===== src/rtl/dcache_req_port_arbiter.sv =====
// Round-robin arbiter sharing one in-order dcache request port between requesters.
// Tracks in-flight requests in a port-index FIFO so responses return to their issuer.
module dcache_req_port_arbiter #(
    parameter int unsigned NR_PORTS        = 3,
    parameter int unsigned ADDR_W          = 32,
    parameter int unsigned DATA_W          = 32,
    parameter int unsigned MAX_OUTSTANDING = 7
) (
    input  logic                                   clk_i,
    input  logic                                   rst_ni,
    input  logic [NR_PORTS-1:0]                    req_valid_i,
    output logic [NR_PORTS-1:0]                    req_ready_o,
    input  logic [NR_PORTS*ADDR_W-1:0]             req_addr_i,
    input  logic [NR_PORTS-1:0]                    req_we_i,
    input  logic [NR_PORTS*DATA_W-1:0]             req_wdata_i,
    input  logic [NR_PORTS*DATA_W/8-1:0]           req_be_i,
    output logic                                   mem_req_valid_o,
    input  logic                                   mem_req_ready_i,
    output logic [ADDR_W-1:0]                      mem_req_addr_o,
    output logic                                   mem_req_we_o,
    output logic [DATA_W-1:0]                      mem_req_wdata_o,
    output logic [DATA_W/8-1:0]                    mem_req_be_o,
    input  logic                                   mem_rsp_valid_i,
    input  logic [DATA_W-1:0]                      mem_rsp_rdata_i,
    output logic [NR_PORTS-1:0]                    rsp_valid_o,
    output logic [DATA_W-1:0]                      rsp_rdata_o,
    input  logic                                   drain_req_i,
    output logic                                   drain_done_o,
    output logic [$clog2(MAX_OUTSTANDING+1)-1:0]   outstanding_o,
    output logic                                   rsp_err_o
);

    localparam int unsigned PW = (NR_PORTS > 1) ? $clog2(NR_PORTS) : 1;
    localparam int unsigned CW = $clog2(MAX_OUTSTANDING + 1);
    localparam int unsigned AW = (MAX_OUTSTANDING > 1) ? $clog2(MAX_OUTSTANDING) : 1;
    localparam int unsigned BW = DATA_W / 8;

    localparam logic [CW-1:0] CNT_MAX   = CW'(MAX_OUTSTANDING);
    localparam logic [AW-1:0] PTR_LAST  = AW'(MAX_OUTSTANDING - 1);
    localparam logic [PW-1:0] PORT_LAST = PW'(NR_PORTS - 1);

    typedef enum logic [1:0] {
        ARB,
        HOLD,
        DRAIN
    } state_e;

    state_e        state_q, state_d;
    logic [PW-1:0] rr_q, held_q, arb_idx, grant;
    logic          arb_found, issue, accept, pop;
    logic [CW-1:0] count_q;
    logic [AW-1:0] wptr_q, rptr_q;
    logic [PW-1:0] fifo_q [MAX_OUTSTANDING];
    logic          err_q;

    always_comb begin
        int j;
        j         = 0;
        arb_found = 1'b0;
        arb_idx   = '0;
        for (int i = 0; i < int'(NR_PORTS); i++) begin
            j = int'(rr_q) + i;
            if (j >= int'(NR_PORTS)) j = j - int'(NR_PORTS);
            if (!arb_found && req_valid_i[PW'(j)]) begin
                arb_found = 1'b1;
                arb_idx   = PW'(j);
            end
        end
    end

    // A held grant must be reissued regardless of drain or count.
    assign issue = (state_q == HOLD) ||
                   ((state_q == ARB) && !drain_req_i &&
                    (count_q < CNT_MAX) && arb_found);
    assign grant  = (state_q == HOLD) ? held_q : arb_idx;
    assign accept = issue && mem_req_ready_i;
    assign pop    = mem_rsp_valid_i && (count_q != '0);

    assign mem_req_valid_o = issue;
    assign mem_req_addr_o  = issue ? req_addr_i[grant*ADDR_W +: ADDR_W] : '0;
    assign mem_req_we_o    = issue && req_we_i[grant];
    assign mem_req_wdata_o = issue ? req_wdata_i[grant*DATA_W +: DATA_W] : '0;
    assign mem_req_be_o    = issue ? req_be_i[grant*BW +: BW] : '0;

    for (genvar p = 0; p < NR_PORTS; p++) begin : g_port
        assign req_ready_o[p] = accept && (grant == PW'(p));
        assign rsp_valid_o[p] = pop && (fifo_q[rptr_q] == PW'(p));
    end

    assign rsp_rdata_o   = pop ? mem_rsp_rdata_i : '0;
    assign drain_done_o  = (state_q == DRAIN) && (count_q == '0);
    assign outstanding_o = count_q;
    assign rsp_err_o     = err_q;

    always_comb begin
        state_d = state_q;
        unique case (state_q)
            ARB: begin
                if (drain_req_i)           state_d = DRAIN;
                else if (issue && !accept) state_d = HOLD;
            end
            HOLD: begin
                if (accept) state_d = ARB;
            end
            DRAIN: begin
                if (!drain_req_i) state_d = ARB;
            end
            default: state_d = ARB;
        endcase
    end

    always_ff @(posedge clk_i or negedge rst_ni) begin
        if (!rst_ni) begin
            state_q <= ARB;
            rr_q    <= '0;
            held_q  <= '0;
            count_q <= '0;
            wptr_q  <= '0;
            rptr_q  <= '0;
            err_q   <= 1'b0;
            for (int i = 0; i < int'(MAX_OUTSTANDING); i++) fifo_q[i] <= '0;
        end else begin
            state_q <= state_d;
            if ((state_q == ARB) && issue) held_q <= arb_idx;
            if (accept) begin
                fifo_q[wptr_q] <= grant;
                rr_q   <= (grant == PORT_LAST) ? '0 : grant + PW'(1);
                wptr_q <= (wptr_q == PTR_LAST) ? '0 : wptr_q + AW'(1);
            end
            if (pop) rptr_q <= (rptr_q == PTR_LAST) ? '0 : rptr_q + AW'(1);
            count_q <= count_q + CW'(accept) - CW'(pop);
            if (mem_rsp_valid_i && (count_q == '0)) err_q <= 1'b1;
        end
    end

endmodule


===== config.mk =====
export PLATFORM = sky130hd
export DESIGN_NAME = dcache_req_port_arbiter
export DESIGN_NICKNAME = d
export VERILOG_FILES = /design/src/rtl/dcache_req_port_arbiter.sv
export SDC_FILE = /design/constraint.sdc
export NUM_CORES = 1
export LEC_CHECK = 0
export ABC_AREA = 1
export BUFFER_PORTS_ARGS = -buffer_cell sky130_fd_sc_hd__buf_2
export CAP_MARGIN = 20
export CELL_PAD_IN_SITES_DETAIL_PLACEMENT = 1
export CELL_PAD_IN_SITES_GLOBAL_PLACEMENT = 1
export CORE_MARGIN = 5
export CORE_UTILIZATION = 24
export CTS_CLUSTER_SIZE = 10
export DETAILED_ROUTE_END_ITERATION = 8
export GPL_TIMING_DRIVEN = 0
export PLACE_DENSITY_LB_ADDON = 0.12
export SYNTH_ARGS = -nofsm -noshare
export SYNTH_HDL_FRONTEND = slang
export SYNTH_SLANG_ARGS = --single-unit

===== constraint.sdc =====
create_clock -name clk_i -period 3.4 [get_ports clk_i]
set_input_delay 0 -clock clk_i [delete_from_list [all_inputs] [get_ports clk_i]]
set_output_delay 0 -clock clk_i [all_outputs]
set_load 0.005 [all_outputs]

==> run summary <==
Status = finished clean
Min-delay src = req_valid_i[1]
Clock-pin slew on the worst setup and hold paths = 0.05 ns
Logic depth of the worst setup path including buffers = 15
Yosys top cell by area = nand3_1
PD cells = 1030 nW/um^2
Seq cells post-synth = 30
Dpl cell area = 6310 um^2
Clk sinks = 30
Worst Setup Start Kind = flip-flop
Multi-input combinational cell area = 2660 um^2
Mapped Cells = 761
Fillers = 2475
Final ANT Viol Nets = 0
Reg2Reg Setup Slack = 0.52 ns
Area fraction of the dominant cell type after synthesis = 33.1%
Kind of end point of the critical path = flip-flop
GRT Util Overall = 22.5%
Worst Max-Slew Pin Slew = 0.718 ns
Crit share post-route = 84.7%
Max Clk Rate = 0.347 GHz
Die Area = 20400 um^2
FP Rows = 48
Clock tree buffer depth = 2
Crit path cell chain = inv_1, ha_1, inv_2, nand2_1, nand2_1, nand3_2, nand4_1, nand2_2, nand2_4, nand2_4, ha_1, inv_1, ha_1, fa_1, xnor2_1
Hold path depth = 5
Fin. max-slew vios = 0
Post-DR wirelength/cell = 17.9 um
Top cells by area, synth = nand3_1, dfrtp_1, inv_1
R2R depth = 15
Largest family of logic cells by synthesized area = simple AND/OR/NAND/NOR gates
CTS tree = done
Final instance area = 6520 um^2
Worst relative slew slack = 52.2%
Buf+Inv Stages, Crit Path = 3
Critical Path RT = 3.56 ns
Antenna violations before repair = 6
Met1 WL = 9960 um
Post-synthesis adder-cell area fraction = 2.54%
I/O pins = 360
Area share of xor/xnor cells in the synthesized design = 0.207%
Core area = 17300 um^2
Most used cell, CP = ha_1
Largest net degree at the start of global routing = 31
CTS H-tree lvls = 2
Hold Slack = 0.264 ns
Hold Path Class = in2reg
Global-route wire length before repair = 36600 um
Vias in the first global route = 6567
DRC = 0
CTS root buf = clkbuf_16
Setup TNS = 0 ns
# nets final = 1386
Gp weighted congestion = 0.832
Clock skew = 0.00279 ns
Post-synth cell types = 31
Static Leak = 4.25 nW
CP Class = reg2reg
Critical Path AT = 3.04 ns
Maxcap violations = 0
Crit Path Max Fanout = 10
Cts bufs inserted = 5
Seq/Total Area, Yosys = 17.7%
Synthesis-to-finish area growth = 53.8%
Die W = 143 um
CP max stage delay = 0.39 ns
Top Family by Delay on Critical Path = adder cells
Share of cells above drive strength 1 = 38.3%
Slowest-stage cell, CP = ha_1
Post-synthesis average cell area = 5.57 um^2
Met2 WL = 12100 um
Wirelength, routed = 24400 um
Worst r2r src = rr_q[0]
Max IR drop VDD = 352 uV
Post-Syn Nets = 1016
Hold EP = held_q[0]
Total grt overflow = 0
Die height = 143 um
Post-synthesis mux area share = 0%
Top layer in use = met5
Port Buf Inserts = 359
Via/cell ratio = 4.73
Crit path setup slack, layout = 0.519 ns
Synth warn = 0
Storage element area = 751 um^2
Tot Pwr = 6.69 mW
Simple logic cell fraction of the synthesized area = 55.0%
DR WL met3 = 1810 um
Reg2reg end = outstanding_o[2]
Final setup viols = 0
Post-CTS setup buffer count = 0
Final-report hold violation count = 0
Mapped cell area = 4240 um^2
Fin crit period = 2.88 ns
Place WS = 0.477 ns
DP HPWL = 20300 um
Clk_lat worst skew = 0.28 ns
1st-pass router iterations = 4
RSZ-0062 raised after global routing = no
Starting Density = 24.5%
Synth Area in Compound Gates = 5.08%
DRT iter0 DRCs = 180
Vias = 6451
[placed cells by master, fill, tap and decap left out, types with 2 or more instances in the layout]
cell	n
nand4_1	4
diode_2	6
buf_2	394
inv_1	135
buf_1	6
buf_6	4
o32ai_1	2
a21oi_1	9
nor3_1	5
o21ai_1	13
nand2_2	4
nor2_1	51
inv_2	2
dlygate4sd3_1	4
nand2_1	128
nand3_1	280
clkbuf_1	7
dfrtp_1	30
nand3_2	13
ha_1	7
buf_4	4
clkbuf_16	5
o21ai_0	10
nand2_4	3
[tightest hold or removal path, cell delays in order]
cell and delay (ns):
buf_2 0.10, nand3_1 0.10, nand3_1 0.12, a21oi_1 0.07, a21oi_1 0.11
[sequential cells by signal, summed over array words and instances (netlist names)]
signal,count
fifo_q,14
held_q,2
outstanding_o,3
rptr_q,3
rr_q,2
rsp_err_o,1
state_q,2
wptr_q,3
[final cells by class]
cell class	instances	area share [%]
multi-input cells	538	40.8
repair buffers	363	28.2
flip-flops and latches	30	11.5
inverters	137	7.89
plain buffers	56	4.76
well taps	225	4.32
clock buffers	7	2.19
diodes	6	0.230
clock inverters	1	0.0768
[cell usage after synthesis (all sizes together)]
| cell type | instances |
|---|---|
| clkbuf | 6 |
| a21o | 1 |
| buf | 50 |
| o21ai | 23 |
| o32ai | 2 |
| o21bai | 1 |
| nand2 | 135 |
| nor2 | 53 |
| a21oi | 9 |
| xnor2 | 1 |
| ha | 7 |
| fa | 1 |
| o2111ai | 1 |
| nand4 | 4 |
| nor3 | 5 |
| dfrtp | 30 |
| a31oi | 1 |
| nand3 | 293 |
| a22oi | 1 |
| inv | 137 |
[logic make-up (layout without fill, tap and decap cells)]
group | after synthesis | count (layout)
compound gates | 39 | 39
other cells | 0 | 6
xor+xnor | 1 | 1
buf+inv | 193 | 564
fa+ha+maj | 8 | 8
flops | 30 | 30
simple gates | 490 | 490
[per-layer routing]
layer  vias to the layer above  track usage [%]
met4                         2             5.75
met5                         -                0
li1                       3205                -
met1                      2975             27.1
met2                       241             40.2
met3                        28             5.53
[power breakdown]
| part | total [mW] | switching, mW | internal, mW |
|---|---|---|---|
| Combinational | 5.61 | 3.62 | 2.00 |
| Sequential | 0.632 | 0.115 | 0.518 |
| Clock | 0.445 | 0.155 | 0.290 |
[how the worst max path moves through the flow]
stage	startpoint	slack, ns	end
2_1_floorplan	rr_q[0]	0.84	outstanding_o[2]
3_3_place_gp	rr_q[0]	0.51	outstanding_o[2]
3_5_place_dp	rr_q[0]	0.48	outstanding_o[2]
4_1_cts	rr_q[0]	0.47	outstanding_o[2]
5_1_grt	rr_q[0]	0.32	outstanding_o[2]
6_report	rr_q[0]	0.52	outstanding_o[2]
[through the flow]
stage                     std cells  util, %
final                          1363     37.7
after global routing           1362     37.7
after CTS                      1357     37.6
after detailed placement       1345     36.5
after global placement         1345     36.5
after floorplan                 761        -
[repair_timing]
item / 4_1_cts / 5_1_grt
gates resized for setup: 0 / 0
hold buffers: 4 / 0
endpoints found under the hold margin: 33 / 0
Note: power is estimated with default switching activity, not from simulation.
